===== src/rtl/obstacle_lane_scroller_if.sv =====
// ---------------------------------------------------------------------------
// obstacle_lane_scroller_if
//   Bundles the frame-tick controls and the playfield outputs of the obstacle
//   lane scroller so the draw and collision logic see one bus.
//
//   Controls (master -> slave):
//     update      one-cycle frame tick
//     pause       freeze all lane state
//     speed       requested scroll speed, step = speed + 1
//   Playfield (slave -> master):
//     x_flat      lane i x coordinate at [i*X_W +: X_W]
//     shape_flat  lane i shape code at [2i +: 2]
//     active      lane i obstacle on screen
//     spawn       one-cycle pulse when lane i spawns
//     exit_pulse  one-cycle pulse when lane i leaves the left edge
//     level       current speed-ramp level (0 when the ramp is not built)
// ---------------------------------------------------------------------------
interface obstacle_lane_scroller_if #(
  parameter int NUM_LANES = 3,
  parameter int X_W       = 8,
  parameter int SPEED_W   = 2
);
  logic                     update;
  logic                     pause;
  logic [SPEED_W-1:0]       speed;
  logic [NUM_LANES*X_W-1:0] x_flat;
  logic [NUM_LANES*2-1:0]   shape_flat;
  logic [NUM_LANES-1:0]     active;
  logic [NUM_LANES-1:0]     spawn;
  logic [NUM_LANES-1:0]     exit_pulse;
  logic [SPEED_W-1:0]       level;

  modport master (
    output update, pause, speed,
    input  x_flat, shape_flat, active, spawn, exit_pulse, level
  );

  modport slave (
    input  update, pause, speed,
    output x_flat, shape_flat, active, spawn, exit_pulse, level
  );
endinterface


===== src/rtl/obstacle_lane_scroller.sv =====
// ---------------------------------------------------------------------------
// obstacle_lane_scroller
//   Multi-lane obstacle generator for the running-man playfield. Every lane
//   owns one obstacle that scrolls left by (speed+1) per frame tick. When it
//   leaves the left edge the lane waits a pseudo-random number of ticks and
//   then respawns at the right edge with a pseudo-random shape. A 16-bit
//   Fibonacci LFSR (taps 16,14,13,11) free-runs every non-reset cycle and
//   supplies both the shape codes and the respawn delays.
//
//   Ports:
//     clk    system clock, all state on the rising edge
//     reset  synchronous, active-high, highest priority
//     bus    obstacle_lane_scroller_if.slave (update/pause/speed in,
//            x_flat/shape_flat/active/spawn/exit_pulse/level out)
//
//   Optional feature (macro OBSTACLE_SPEED_RAMP_EN):
//     counts exits, and every RAMP_COUNT exits raises `level` (saturating).
//     The effective speed becomes max(speed, level). Without the macro no
//     ramp logic is built and level is tied to 0.
// ---------------------------------------------------------------------------
module obstacle_lane_scroller #(
  parameter int          NUM_LANES  = 3,
  parameter int          X_W        = 8,
  parameter int          X_START    = 156,
  parameter int          X_MIN      = 4,
  parameter int          SPEED_W    = 2,
  parameter int          DLY_W      = 3,
  parameter logic [15:0] SEED       = 16'hACE1,
  parameter int          RAMP_COUNT = 8
) (
  input logic                    clk,
  input logic                    reset,
  obstacle_lane_scroller_if.slave bus
);

  localparam logic [X_W-1:0] X_START_C = X_W'(X_START);
  localparam logic [X_W-1:0] X_MIN_C   = X_W'(X_MIN);

  // Elaboration-time guard on the parameter ranges the design supports.
  if (NUM_LANES < 1 || NUM_LANES > 8 || RAMP_COUNT < 1 || SEED == 16'h0000 ||
      X_W <= SPEED_W) begin : g_param_check
    $error("obstacle_lane_scroller: unsupported parameter combination");
  end

  typedef enum logic {HOLD = 1'b0, RUN = 1'b1} lane_state_e;

  // Fibonacci LFSR, taps 16,14,13,11 (bit indices 15,13,12,10), shifting left.
  function automatic logic [15:0] lfsr_next(input logic [15:0] v);
    return {v[14:0], v[15] ^ v[13] ^ v[12] ^ v[10]};
  endfunction

  // Respawn delay: low DLY_W bits of the LFSR rotated right by 4*lane.
  function automatic logic [DLY_W-1:0] dly_from(input logic [15:0] v, input int lane);
    int          r;
    logic [15:0] rot;
    r   = (4 * lane) % 16;
    rot = (v >> r) | (v << ((16 - r) % 16));
    return rot[DLY_W-1:0];
  endfunction

  // Shape code: two LFSR bits picked per lane so lanes decorrelate.
  function automatic logic [1:0] shape_from(input logic [15:0] v, input int lane);
    return {v[(3 * lane + 1) % 16], v[(3 * lane) % 16]};
  endfunction

  // Leftward step with saturation at X_MIN. The difference is formed two bits
  // wider than x and signed so a large step never wraps to a large x.
  function automatic logic [X_W-1:0] sat_step(input logic [X_W-1:0] x,
                                               input logic [SPEED_W:0] step);
    logic signed [X_W+1:0] diff;
    diff = $signed({2'b00, x}) - $signed({{(X_W + 1 - SPEED_W){1'b0}}, step});
    if (diff < $signed({2'b00, X_MIN_C})) begin
      return X_MIN_C;
    end
    return diff[X_W-1:0];
  endfunction

  lane_state_e          state_p1 [NUM_LANES];
  logic [DLY_W-1:0]     dly_p1   [NUM_LANES];
  logic [X_W-1:0]       x_p1     [NUM_LANES];
  logic [1:0]           shape_p1 [NUM_LANES];
  logic [NUM_LANES-1:0] active_p1;
  logic [NUM_LANES-1:0] spawn_p1;
  logic [NUM_LANES-1:0] exit_p1;
  logic [15:0]          lfsr_p1;

  logic                 tick_p0;
  logic [NUM_LANES-1:0] spawn_p0;
  logic [NUM_LANES-1:0] exit_p0;
  logic [SPEED_W-1:0]   eff_speed_p0;
  logic [SPEED_W:0]     step_p0;

  // ---- stage p0: tick qualification and per-lane event decode ----
  always_comb begin
    tick_p0  = bus.update & ~bus.pause;
    spawn_p0 = '0;
    exit_p0  = '0;
    for (int i = 0; i < NUM_LANES; i++) begin
      spawn_p0[i] = tick_p0 && (state_p1[i] == HOLD) && (dly_p1[i] == '0);
      exit_p0[i]  = tick_p0 && (state_p1[i] == RUN) && (x_p1[i] <= X_MIN_C);
    end
  end

`ifdef OBSTACLE_SPEED_RAMP_EN
  // Exit counter wide enough to hold the pre-wrap sum of one tick's exits.
  localparam int CNT_W = $clog2(RAMP_COUNT + NUM_LANES + 1);

  logic [CNT_W-1:0]   ramp_cnt_p1;
  logic [CNT_W-1:0]   exit_sum_p0;
  logic [SPEED_W-1:0] level_p1;

  always_comb begin
    exit_sum_p0 = ramp_cnt_p1;
    for (int i = 0; i < NUM_LANES; i++) begin
      exit_sum_p0 = exit_sum_p0 + CNT_W'(exit_p0[i]);
    end
  end

  // ---- stage p1: ramp counter and level ----
  always_ff @(posedge clk) begin
    if (reset) begin
      ramp_cnt_p1 <= '0;
      level_p1    <= '0;
    end else if (exit_sum_p0 >= CNT_W'(RAMP_COUNT)) begin
      ramp_cnt_p1 <= exit_sum_p0 - CNT_W'(RAMP_COUNT);
      if (level_p1 != '1) begin
        level_p1 <= level_p1 + SPEED_W'(1);
      end
    end else begin
      ramp_cnt_p1 <= exit_sum_p0;
    end
  end

  assign eff_speed_p0 = (bus.speed > level_p1) ? bus.speed : level_p1;
  assign bus.level    = level_p1;
`else
  assign eff_speed_p0 = bus.speed;
  assign bus.level    = '0;
`endif

  assign step_p0 = {1'b0, eff_speed_p0} + (SPEED_W + 1)'(1);

  // ---- stage p1: LFSR, lane FSMs and registered pulses ----
  always_ff @(posedge clk) begin
    if (reset) begin
      lfsr_p1   <= SEED;
      active_p1 <= '0;
      spawn_p1  <= '0;
      exit_p1   <= '0;
      for (int i = 0; i < NUM_LANES; i++) begin
        state_p1[i] <= HOLD;
        dly_p1[i]   <= DLY_W'(i);
        x_p1[i]     <= X_START_C;
        shape_p1[i] <= 2'b00;
      end
    end else begin
      lfsr_p1  <= lfsr_next(lfsr_p1);
      spawn_p1 <= spawn_p0;
      exit_p1  <= exit_p0;
      if (tick_p0) begin
        for (int i = 0; i < NUM_LANES; i++) begin
          case (state_p1[i])
            HOLD: begin
              if (spawn_p0[i]) begin
                state_p1[i]  <= RUN;
                x_p1[i]      <= X_START_C;
                active_p1[i] <= 1'b1;
                shape_p1[i]  <= shape_from(lfsr_p1, i);
              end else begin
                dly_p1[i] <= dly_p1[i] - DLY_W'(1);
              end
            end
            RUN: begin
              if (exit_p0[i]) begin
                // x stays at its last value while the lane idles.
                state_p1[i]  <= HOLD;
                active_p1[i] <= 1'b0;
                dly_p1[i]    <= dly_from(lfsr_p1, i);
              end else begin
                x_p1[i] <= sat_step(x_p1[i], step_p0);
              end
            end
            default: state_p1[i] <= HOLD;
          endcase
        end
      end
    end
  end

  for (genvar g = 0; g < NUM_LANES; g++) begin : g_pack
    assign bus.x_flat[g*X_W +: X_W]   = x_p1[g];
    assign bus.shape_flat[2*g +: 2]   = shape_p1[g];
  end

  assign bus.active     = active_p1;
  assign bus.spawn      = spawn_p1;
  assign bus.exit_pulse = exit_p1;

endmodule


===== src/flat_wrapper.sv =====
// flat-port wrapper written by rule: the top's interface ports become plain ports
module obstacle_lane_scroller_flat 
#(
  parameter int          NUM_LANES  = 3,
  parameter int          X_W        = 8,
  parameter int          X_START    = 156,
  parameter int          X_MIN      = 4,
  parameter int          SPEED_W    = 2,
  parameter int          DLY_W      = 3,
  parameter logic [15:0] SEED       = 16'hACE1,
  parameter int          RAMP_COUNT = 8
)
  (clk, reset, bus_update, bus_pause, bus_speed, bus_x_flat, bus_shape_flat, bus_active, bus_spawn, bus_exit_pulse, bus_level);
  obstacle_lane_scroller_if #(.NUM_LANES(NUM_LANES), .X_W(X_W), .SPEED_W(SPEED_W)) bus_i ();
  input logic clk;
  input logic reset;
  input wire logic [$bits(bus_i.update)-1:0] bus_update;
  input wire logic [$bits(bus_i.pause)-1:0] bus_pause;
  input wire logic [$bits(bus_i.speed)-1:0] bus_speed;
  output wire logic [$bits(bus_i.x_flat)-1:0] bus_x_flat;
  output wire logic [$bits(bus_i.shape_flat)-1:0] bus_shape_flat;
  output wire logic [$bits(bus_i.active)-1:0] bus_active;
  output wire logic [$bits(bus_i.spawn)-1:0] bus_spawn;
  output wire logic [$bits(bus_i.exit_pulse)-1:0] bus_exit_pulse;
  output wire logic [$bits(bus_i.level)-1:0] bus_level;
  assign bus_i.update = bus_update;
  assign bus_i.pause = bus_pause;
  assign bus_i.speed = bus_speed;
  assign bus_x_flat = bus_i.x_flat;
  assign bus_shape_flat = bus_i.shape_flat;
  assign bus_active = bus_i.active;
  assign bus_spawn = bus_i.spawn;
  assign bus_exit_pulse = bus_i.exit_pulse;
  assign bus_level = bus_i.level;
  obstacle_lane_scroller #(.NUM_LANES(NUM_LANES), .X_W(X_W), .X_START(X_START), .X_MIN(X_MIN), .SPEED_W(SPEED_W), .DLY_W(DLY_W), .SEED(SEED), .RAMP_COUNT(RAMP_COUNT)) u_core (.clk(clk), .reset(reset), .bus(bus_i));
endmodule

===== config.mk =====
export PLATFORM = sky130hd
export DESIGN_NAME = obstacle_lane_scroller_flat
export DESIGN_NICKNAME = d
export VERILOG_FILES = /design/src/rtl/obstacle_lane_scroller_if.sv /design/src/rtl/obstacle_lane_scroller.sv /design/src/flat_wrapper.sv
export SDC_FILE = /design/constraint.sdc
export NUM_CORES = 1
export LEC_CHECK = 0
export BUFFER_PORTS_ARGS = -buffer_cell sky130_fd_sc_hd__buf_2
export CELL_PAD_IN_SITES_DETAIL_PLACEMENT = 0
export CELL_PAD_IN_SITES_GLOBAL_PLACEMENT = 1
export CORE_ASPECT_RATIO = 1.5
export CORE_UTILIZATION = 49
export DETAILED_ROUTE_END_ITERATION = 8
export PLACE_DENSITY_LB_ADDON = 0.1
export SYNTH_ARGS = -nofsm -noshare
export SYNTH_HDL_FRONTEND = slang
export SYNTH_SLANG_ARGS = --single-unit

===== constraint.sdc =====
create_clock -name clk -period 3.84 [get_ports clk]
set_input_delay 0.384 -clock clk [delete_from_list [all_inputs] [get_ports clk]]
set_output_delay 0.384 -clock clk [all_outputs]
set_load 0.03 [all_outputs]

==> results of run 1 <==
## cells in the mapped netlist, drive strengths merged, types with 4 or more instances
cell type / instances / share of area
nor2: 43 / 0.044
edfxtp: 41 / 0.33
nand2: 28 / 0.030
inv: 27 / 0.027
dfxtp: 26 / 0.14
ha: 16 / 0.054
nor2b: 16 / 0.030
a211oi: 14 / 0.032
a21oi: 14 / 0.019
o21ai: 14 / 0.020
xnor2: 12 / 0.028
nand3: 11 / 0.016
or2: 11 / 0.019
buf: 8 / 0.015
and2: 7 / 0.012
nand2b: 7 / 0.012
nor3: 7 / 0.012
a211o: 5 / 0.012
or3: 5 / 0.0085
or4: 5 / 0.011
xor2: 5 / 0.012
o31ai: 4 / 0.015
## registers in the layout, summed over array words and instances, names as in the netlist
signal	flops
u_core.dly_p1	9
u_core.x_p1	24
u_core.bus.active	3
u_core.bus.exit_pulse	3
u_core.shape_p1	6
u_core.state_p1	3
u_core.bus.spawn	3
u_core.lfsr_p1	16
## cell type report
type | instances | area, um^2 | area share
clock buffer | 11 | 162.7 | 0.03881
inverter | 29 | 110.1 | 0.02627
timing repair buffer | 45 | 227.7 | 0.05433
multi-input combinational | 265 | 1773 | 0.4230
sequential | 67 | 1752 | 0.4179
tap | 100 | 125.1 | 0.02985
clock inverter | 5 | 41.29 | 0.009851
## through the flow
| stage | hold slack [ns] | power [mW] |
|---|---|---|
| 2_1_floorplan | 0.3895 | 0.9818 |
| 3_3_place_gp | 0.3911 | 1.029 |
| 3_5_place_dp | 0.3960 | 1.033 |
| 4_1_cts | 0.4146 | 1.624 |
| 5_1_grt | 0.4369 | 1.677 |
| 6_report | 0.4127 | 1.605 |
## layer usage
layer,share of wire,global-route usage,wire length [um],vias to the layer above
li1,-,-,-,1413
met1,0.43,0.2435,3276,1330
met2,0.52,0.3658,3963,63
met3,0.036,0.03541,274,12
met4,0.021,0.1148,162,0
met5,0,0,0,-
## placed cells by master, fill, tap and decap left out, types with 9 or more instances in the layout
master,Yosys,routed
o21ai_0,11,11
nor2_1,43,43
nand3_1,10,10
inv_1,26,26
a21oi_1,14,14
xnor2_1,12,12
dfxtp_1,26,26
edfxtp_1,41,41
nand2_1,27,27
or2_2,9,9
ha_1,16,16
buf_2,3,44
nor2b_1,14,14
clkbuf_8,0,10
a211oi_1,11,11
## power groups by stage
stage / registers (mW) / clock network [mW] / logic (mW)
CTS: 0.820 / 0.606 / 0.198
finish: 0.820 / 0.589 / 0.196
global placement: 0.835 / 0 / 0.194
global route: 0.824 / 0.635 / 0.218
floorplan: 0.853 / 0 / 0.128
detailed placement: 0.836 / 0 / 0.197
## worst register-to-register path, stage by stage, from the launching register on
cell	delay (ns)
edfxtp_1	0.41
inv_1	0.07
ha_1	0.21
inv_1	0.08
ha_1	0.25
or4b_2	0.65
o2111a_1	0.16
a2111oi_2	0.33
a211oi_1	0.13
## worst min path at each step
stage,end,slack [ns]
after floorplan,u_core.lfsr_p1[15]$_SDFF_PP1_,0.39
after global placement,u_core.lfsr_p1[15]$_SDFF_PP1_,0.39
after detailed placement,u_core.lfsr_p1[15]$_SDFF_PP1_,0.40
after CTS,u_core.lfsr_p1[15]$_SDFF_PP1_,0.41
after global routing,u_core.lfsr_p1[15]$_SDFF_PP1_,0.44
final,u_core.lfsr_p1[15]$_SDFF_PP1_,0.41
## cell families (layout without fill, tap and decap cells)
family	count (synthesis)	count (layout)	synth area share
flops	67	67	0.4736
xor+xnor	17	17	0.04026
buf+inv	40	90	0.04803
compound gates	75	75	0.1539
simple gates	153	153	0.2233
other cells	1	2	0.001014
fa+ha+maj	17	17	0.05683
mux	1	1	0.003044
==> key figures, run 1 <==
Run status
  • Status: finished, final reports clean

Setup path
  • CP max stage delay: 0.65 ns
  • Critical R2R Capture: u_core.x_p1[2][0]$_SDFFCE_PP0P_
  • Worst path top cell family by delay: adder cells
  • Buf/Inv on CP: 1
  • Stages on worst setup path: 8
  • Critical Path End: u_core.x_p1[2][0]$_SDFFCE_PP0P_
  • Worst EP required: 3.93 ns
  • Cell chain of the critical path: buf_2 > ha_1 > xnor2_1 > ha_1 > or4b_2 > o2111a_1 > a2111oi_2 > a211oi_1
  • CP most frequent cell: ha_1
  • CP arrival: 2.76 ns
  • Crit path max-delay cell type: or4b_2
  • Worst R2R Setup Slack: 1.28 ns
  • Worst r2r path cells: 8
  • CP startpoint kind: input pin
  • Reg-to-reg startpoint: u_core.x_p1[2][0]$_SDFFCE_PP0P_
  • Beginning of the critical path: bus_speed[0]
  • Setup CP Type: input pin to flip-flop
  • Crit end category: flip-flop
  • Critical-path maximum fanout: 10

Drt
  • DRT iter0 DRCs: 131
  • TritonRoute pass-1 iters: 6
  • Routed wire per std cell: 14.71 um
  • # DRC: 0
  • Post-DR vias/cell: 5.398
  • Via count: 2818
  • Routed WL: 7677 um
  • Number of routed nets with antenna violations: 0

Power
  • Leak: 1.590 nW
  • Clock network power share: 0.367
  • P_int: 1.164 mW
  • Switching share of total power: 0.2744
  • Combinational share of power: 0.122
  • Power per standard cell area: 382.9 mW/mm^2
  • Psw: 0.4403 mW
  • Maximum VDD drop: 0.3027 mV
  • Sequential Power Share: 0.511

Logic synthesis
  • Synth Warn #: 0
  • Syn_area_per_cell: 9.969 um^2
  • Synth Cell Area: 0.003699 mm^2
  • Number of synthesized flops with an enable pin: 41
  • Yosys cell types: 69
  • Synth Register Bits: 67
  • Main synth FF type: edfxtp_1
  • Cell count after synthesis: 371
  • Async S/R FF share, synth: 0
  • Sequential-to-total area share from yosys stat: 0.4736

Timing
  • Hold Fails Final Rpt: 0
  • RSZ-0062 raised after global routing: false
  • Final setup fails: 0
  • Max_slew headroom: 0.2010
  • FMAX: 0.3739 GHz
  • Layout Skew: 0.009320 ns
  • Sum of negative setup slack: 0 ns
  • Setup ws final: 1.166 ns
  • Fin. max-slew vios: 0
  • Minimum clock period: 2.674 ns
  • Final worst path period share: 0.6964
  • Tightest Pin Transition: 1.186 ns

Clock network
  • Clk sink count: 67
  • CTS clock-pin slew for the worst setup and hold paths: 0.08 ns
  • CTS tree: done
  • CTS Hold Bufs: 0
  • Resized cells post-CTS: 0
  • CTS root buffer: clkbuf_8
  • Worst-Skew Late Latency: 0.35 ns
  • Setup Fix Bufs, Post-CTS: 0
  • H-Tree Depth: 3
  • Clock Tree Buf Depth: 2
  • Cts bufs inserted: 9

Placement
  • Port Buffers: 44
  • Inst Count DP: 506
  • DP HPWL: 5828 um
  • Gpl congestion: 0.7792
  • Worst slack at placement: 0.7945 ns
  • Placed instance area: 0.003988 mm^2

Global route
  • First-pass GRT wire length: 12360 um
  • GRT Util Overall: 0.2108
  • Vias in the first global route: 2628
  • Gr ovfl total: 0
  • Initial antenna violation count: 0
  • Pin count of the biggest net entering global routing: 23

Cells and area
  • Area Growth Syn to Fin: 13.33%
  • Final Core Density: 0.5762
  • Ant. Diodes: 0
  • NumNets Final: 439
  • FILL cells: 660
  • Fin cells: 522
  • Layout cells sized above 1: 0.2180
  • Cell area after layout: 0.004192 mm^2

Run
  • Max Cap Violations: 0

Die
  • # IOs: 47
  • Full die area: 0.007907 mm^2
  • Die width: 72.94 um
  • Initial core utilization: 0.5084
  • Core area: 0.007274 mm^2
  • Overall die height: 108.4 um
  • Site Rows: 38

Hold path
  • Hold Path Depth: 1
  • Hold_sp: u_core.lfsr_p1[14]$_SDFF_PP0_
  • Worst hold path class: flip-flop to flip-flop
No activity file was read; power rests on OpenSTA's default activity.
==> run 2: changes to the inputs <==
CORE_UTILIZATION = 45   (was 49)
clock period = 2.6 ns   (was 3.84 ns; I/O delays follow)
==> run 2 against run 1 <==
Net effect:
- first-iteration DRC count decreased by 24%
- design area increased by 7.9%
- critical path type is now flip-flop to flip-flop
- critical endpoint unchanged
- via count increased by 5.1%
- worst hold slack got worse by 0.15 ns
- combinational power increased by 65%
- die area increased by 8.7%
- largest cell class unchanged
==> key figures, run 2 (synthesis gave the netlist of run 1 again) <==
Setup path
  • CP arrival: 2.47 ns (-0.29 ns)
  • Critical R2R Capture: u_core.x_p1[2][0]$_SDFFCE_PP0P_
  • Worst EP required: 2.65 ns (-1.28 ns)
  • Reg-to-reg startpoint: u_core.x_p1[2][0]$_SDFFCE_PP0P_
  • Crit end category: flip-flop
  • Beginning of the critical path: u_core.x_p1[2][0]$_SDFFCE_PP0P_
  • Worst R2R Setup Slack: 0.18 ns (-1.10 ns)
  • Critical Path End: u_core.x_p1[2][0]$_SDFFCE_PP0P_
  • Worst r2r path cells: 8 (unchanged)
  • Critical-path maximum fanout: 3 (-7)
  • Setup CP Type: flip-flop to flip-flop
  • CP startpoint kind: flip-flop

Power
  • Tot Pwr: 2.684 mW (+67%)
  • Leak: 1.784 nW (+12%)
  • Power per standard cell area: 593.5 mW/mm^2 (+55%)
  • Maximum VDD drop: 0.4647 mV (+54%)

Placement
  • Worst slack at placement: -0.04010 ns (-0.8346 ns)
  • DP HPWL: 6341 um (+8.8%)
  • Port Buffers: 44 (unchanged)
  • Gpl congestion: 0.7987 (+2.5%)

Run status
  • Status: finished, final reports clean

Cells and area
  • Max reg flops: 24 (unchanged)
  • Largest register by flop count: u_core.x_p1
  • Most common cell after layout, fill and taps aside: buf_2
  • Ant. Diodes: 0 (unchanged)
  • Area Growth Syn to Fin: 22.29%
  • Commonest non-fill, non-tap cells in the layout: 44 x buf_2, 43 x nor2_1, 41 x edfxtp_1
  • Layout cells sized above 1: 0.2687 (+0.05071)
  • Final Core Density: 0.5648 (-0.01135)
  • NumNets Final: 471 (+7.3%)
  • Largest registers: u_core.x_p1 (24), u_core.lfsr_p1 (16), u_core.dly_p1 (9)

Drt
  • Routed WL: 8163 um (+6.3%)
  • Routed wire per std cell: 14.60 um (-0.71%)
  • Post-DR vias/cell: 5.297 (-1.9%)
  • TritonRoute pass-1 iters: 4 (-2)
  • # DRC: 0 (unchanged)
  • DRT iter0 DRCs: 99 (-24%)
  • Number of routed nets with antenna violations: 0 (unchanged)
  • Via count: 2961 (+5.1%)

Timing
  • Hold Fails Final Rpt: 0 (unchanged)
  • Hold_ws: 0.2603 ns (-0.1524 ns)
  • Minimum clock period: 2.418 ns
  • Max_slew headroom: 0.2220 (+0.02105)
  • FMAX: 0.4135 GHz
  • Sum of negative setup slack: 0 ns (unchanged)
  • Final worst path period share: 0.9302
  • Setup ws final: 0.1815 ns (-0.9843 ns)
  • RSZ-0062 raised after global routing: false
  • Tightest Pin Transition: 1.155 ns (-0.03125 ns)
  • Layout Skew: 0.005712 ns (-0.003608 ns)
  • Fin. max-slew vios: 0 (unchanged)
  • Final setup fails: 0 (unchanged)

Clock network
  • H-Tree Depth: 3 (unchanged)
  • CTS Hold Bufs: 0 (unchanged)
  • Resized cells post-CTS: 0 (unchanged)
  • CTS clock-pin slew for the worst setup and hold paths: 0.05 ns (-0.03 ns)
  • Setup Fix Bufs, Post-CTS: 0 (unchanged)
  • CTS tree: done
  • Worst-Skew Late Latency: 0.32 ns (-0.03 ns)
  • Clock Tree Buf Depth: 2 (unchanged)
  • CTS root buffer: clkbuf_16
  • Cts bufs inserted: 9 (unchanged)
  • Clk sink count: 67 (unchanged)

Global route
  • Vias in the first global route: 2821 (+7.3%)
  • Gr ovfl total: 0 (unchanged)
  • First-pass GRT wire length: 13320 um (+7.8%)
  • Pin count of the biggest net entering global routing: 14 (-39%)
  • Initial antenna violation count: 0 (unchanged)
  • GRT Util Overall: 0.2001 (-0.01067)

Die
  • Full die area: 0.008593 mm^2 (+8.7%)
  • Core area: 0.008008 mm^2 (+10%)
  • # IOs: 47 (unchanged)
  • Site Rows: 40 (+5.3%)
  • Initial core utilization: 0.4619 (-0.04655)
  • Overall die height: 113.0 um (+4.3%)
  • Die width: 76.02 um (+4.2%)

Hold path
  • Worst hold path class: input pin to flip-flop

Run
  • Max Cap Violations: 0 (unchanged)
[run 2: worst min path at each step]
stage / cells past startpoint / from / slack, ns / to
2_1_floorplan: 1 / u_core.lfsr_p1[14]$_SDFF_PP0_ / 0.39 / u_core.lfsr_p1[15]$_SDFF_PP1_
3_3_place_gp: 1 / u_core.lfsr_p1[14]$_SDFF_PP0_ / 0.40 / u_core.lfsr_p1[15]$_SDFF_PP1_
3_5_place_dp: 1 / u_core.lfsr_p1[14]$_SDFF_PP0_ / 0.40 / u_core.lfsr_p1[15]$_SDFF_PP1_
4_1_cts: 2 / reset / 0.25 / u_core.bus.active[1]$_SDFFE_PP0P_
5_1_grt: 2 / reset / 0.27 / u_core.lfsr_p1[4]$_SDFF_PP0_
6_report: 2 / reset / 0.26 / u_core.bus.active[1]$_SDFFE_PP0P_
[run 2: routing by layer]
layer	routed length, um	GRT usage
met2	4371	0.3721
met5	0	0
met4	175	0.08333
met3	232	0.04355
met1	3383	0.2185
[run 2: where the power goes]
| part | internal (mW) | switching [mW] |
|---|---|---|
| clock network | 0.729 | 0.424 |
| logic | 0.129 | 0.195 |
| registers | 1.18 | 0.0321 |
[run 2: area by class of cell]
| type | instances | area, um^2 |
|---|---|---|
| flip-flops and latches | 67 | 1752 |
| clock buffers | 13 | 271.5 |
| inverters | 29 | 110.1 |
| fillers | 764 | 3485 |
| multi-input cells | 265 | 1773 |
| repair buffers | 77 | 467.9 |
| well taps | 105 | 131.4 |
| clock inverters | 3 | 17.52 |
[run 2: metrics by stage]
stage	area (um^2)	std cells
after global routing	4523	559
after detailed placement	4234	543
after CTS	4523	559
final	4523	559
after floorplan	3702	372
after global placement	4234	543
[run 2: critical path, cell delays in order, from the launching register on]
cell       delay, ns
edfxtp_1        0.40
inv_1           0.07
ha_1            0.18
inv_1           0.07
ha_1            0.19
or4b_2          0.62
o2111a_1        0.16
a2111oi_2       0.32
a211oi_1        0.13
==> run 3: changes to the inputs <==
CORE_UTILIZATION = 41   (was 45)
clock period = 2.15 ns   (was 2.6 ns; I/O delays follow)
==> run 3 against run 2 <==
Net effect:
- the run now ends with negative setup slack left
- sequential cell count unchanged
- utilization up 2.8 points
- highest routed layer unchanged
- non-clock buffer count up 57
- sequential share of layout area down 5.1 points
- design area up 15%
- global-route usage up 0.45 points
- sequential power up 21%
==> key figures, run 3 (synthesis gave the netlist of run 1 again) <==
Clock network
  • Worst-Skew Late Latency: 0.33 ns (about the same)
  • Clock Tree Buf Depth: 2 (unchanged)
  • CTS root buffer: clkbuf_16
  • Clk sink count: 67 (unchanged)
  • CTS Hold Bufs: 0 (unchanged)
  • H-Tree Depth: 3 (unchanged)
  • CTS clock-pin slew for the worst setup and hold paths: 0.06 ns (about the same)
  • CTS tree: done
  • Cts bufs inserted: 9 (unchanged)

Cells and area
  • Fin cells: 621 (+11%)
  • Max reg flops: 24 (unchanged)
  • FILL cells: 792 (+3.7%)
  • Multi-input gate area: 0.002024 mm^2 (+14%)
  • Layout cells sized above 1: 0.4227 (+0.1540)
  • Most common cell after layout, fill and taps aside: buf_4
  • Area Growth Syn to Fin: 40.73%
  • Largest registers: u_core.x_p1 (24), u_core.lfsr_p1 (16), u_core.dly_p1 (9)
  • Commonest non-fill, non-tap cells in the layout: 88 x buf_4, 44 x buf_2, 42 x nor2_1
  • NumNets Final: 528 (+12%)
  • Cell area after layout: 0.005205 mm^2 (+15%)
  • Ant. Diodes: 0 (unchanged)
  • FF/Latch Area: 0.001752 mm^2 (unchanged)
  • Largest register by flop count: u_core.x_p1

Setup path
  • Worst EP required: 2.21 ns (-0.44 ns)
  • Beginning of the critical path: u_core.x_p1[0][1]$_SDFFCE_PP0P_
  • CP arrival: 2.29 ns (-0.18 ns)
  • CP startpoint kind: flip-flop
  • Crit end category: flip-flop
  • Reg-to-reg startpoint: u_core.x_p1[0][1]$_SDFFCE_PP0P_
  • Worst r2r path cells: 8 (unchanged)
  • Critical-path maximum fanout: 5 (+2)
  • Setup CP Type: flip-flop to flip-flop
  • Critical R2R Capture: u_core.x_p1[0][1]$_SDFFCE_PP0P_
  • Worst R2R Setup Slack: -0.08 ns (-0.26 ns)

Placement
  • Port Buffers: 44 (unchanged)
  • DP HPWL: 6856 um (+8.1%)
  • Inst Count DP: 596 (+9.8%)
  • Placed instance area: 0.004681 mm^2 (+11%)
  • Gpl congestion: 0.8832 (+11%)
  • Worst slack at placement: -0.4163 ns (-0.3762 ns)

Power
  • Leak: 2.102 nW (+18%)
  • Power per standard cell area: 638.6 mW/mm^2 (+7.6%)
  • Tot Pwr: 3.324 mW (+24%)
  • Maximum VDD drop: 0.4716 mV (+1.5%)

Timing
  • Fin. max-slew vios: 0 (unchanged)
  • Setup ws final: -0.07751 ns (-0.2590 ns)
  • RSZ-0062 raised after global routing: true
  • Minimum clock period: 2.228 ns (-0.1910 ns)
  • FMAX: 0.4489 GHz (+8.6%)
  • Final setup fails: 5 (+5)
  • Max_slew headroom: 0.4690 (+0.2469)
  • Tightest Pin Transition: 0.7912 ns (-0.3635 ns)
  • Hold_ws: 0.1671 ns (-0.09323 ns)
  • Final worst path period share: 1.036 (+0.1059)
  • Layout Skew: 0.007906 ns (+0.002193 ns)
  • Hold Fails Final Rpt: 0 (unchanged)

Hold path
  • Worst hold path class: input pin to flip-flop
  • WHS Endpoint: u_core.bus.active[1]$_SDFFE_PP0P_
  • Hold Path Depth: 2 (unchanged)
  • Hold_sp: reset

Die
  • Core area: 0.008776 mm^2 (+9.6%)
  • Die width: 79.55 um (+4.6%)
  • Site Rows: 42 (+5.0%)
  • # IOs: 47 (unchanged)
  • Overall die height: 118.3 um (+4.7%)
  • Initial core utilization: 0.4214 (-0.04043)
  • Full die area: 0.009413 mm^2 (+9.5%)

Drt
  • TritonRoute pass-1 iters: 4 (unchanged)
  • Via count: 3133 (+5.8%)
  • Metal1 wirelength: 3771 um (+11%)
  • DRT iter0 DRCs: 81 (-18%)
  • Routed WL: 8887 um (+8.9%)
  • # DRC: 0 (unchanged)
  • WL met3: 198 um (-15%)
  • Top layer in use: met4
  • Number of routed nets with antenna violations: 0 (unchanged)
  • Met2 wire length: 4735 um (+8.3%)
  • Post-DR vias/cell: 5.045 (-4.8%)
  • Routed wire per std cell: 14.31 um (-2.0%)

Global route
  • First-pass GRT wire length: 14760 um (+11%)
  • GRT Util Overall: 0.2046 (+0.004491)
  • Vias in the first global route: 3200 (+13%)
  • Initial antenna violation count: 0 (unchanged)
  • Pin count of the biggest net entering global routing: 17 (+3)
  • Gr ovfl total: 0 (unchanged)

Run
  • Max Cap Violations: 0 (unchanged)

Run status
  • Failing checks: negative setup slack
  • Status: complete, but fails checks
[run 3: cell types whose count changed in the layout (fill, tap and decap cells not counted), moves of 3 or more]
| cell | previous run | this run |
|---|---|---|
| buf_4 | 33 | 88 |
| ha_1 | 16 | 6 |
| a211oi_1 | 11 | 4 |
| a211oi_2 | 3 | 9 |
| ha_4 | 0 | 6 |
| ha_2 | 0 | 4 |
| clkinv_4 | 0 | 3 |
| inv_1 | 26 | 23 |
| inv_2 | 1 | 4 |
| o21ai_0 | 11 | 8 |
[run 3: worst max-delay path by stage]
stage | slack [ns] | to
finish | -0.08 | u_core.x_p1[0][1]$_SDFFCE_PP0P_
CTS | -0.07 | u_core.x_p1[2][1]$_SDFFCE_PP0P_
global route | -0.14 | u_core.x_p1[2][1]$_SDFFCE_PP0P_
global placement | -0.32 | u_core.x_p1[1][2]$_SDFFCE_PP1P_
detailed placement | -0.42 | u_core.x_p1[0][1]$_SDFFCE_PP0P_
floorplan | -0.24 | u_core.x_p1[2][0]$_SDFFCE_PP0P_
[run 3: critical path: stages, from the launching register on]
cell and delay (ns):
edfxtp_1 0.43, buf_6 0.15, nor2b_4 0.13, nor2_4 0.06
ha_4 0.17, or3_1 0.31, a211o_1 0.29, a211oi_4 0.30
a211oi_2 0.13
[run 3: final cells by class]
type / instances / share of cell area
Timing Repair Buffer: 134 / 0.1736
Tap cell: 110 / 0.02644
Clock inverter: 7 / 0.01010
Clock buffer: 9 / 0.04327
Inverter: 29 / 0.02115
Sequential cell: 67 / 0.3365
Multi-Input combinational cell: 265 / 0.3889
[run 3: layer usage]
layer,global-route usage,up-vias
li1,-,1598
met1,0.2350,1487
met2,0.3622,35
met3,0.03166,13
met4,0.09432,0
met5,0,-
[run 3: power by group]
part | total (mW) | switching, mW | internal [mW]
Clock | 1.33 | 0.545 | 0.786
Combinational | 0.537 | 0.284 | 0.252
Sequential | 1.46 | 0.0333 | 1.42
[run 3: repair_timing]
action | 4_1_cts | 5_1_grt
endpoints found under the setup margin | 7 | 34
pin swaps | 12 | 7
setup buffers | 3 | 6
gates resized for setup | 15 | 17
[run 3: stage by stage]
step | setup TNS [ns] | utilization
2_1_floorplan | -1.501 | -
3_3_place_gp | -4.203 | 0.5334
3_5_place_dp | -4.852 | 0.5334
4_1_cts | -0.2353 | 0.5787
5_1_grt | -0.7242 | 0.5931
6_report | -0.2516 | 0.5931
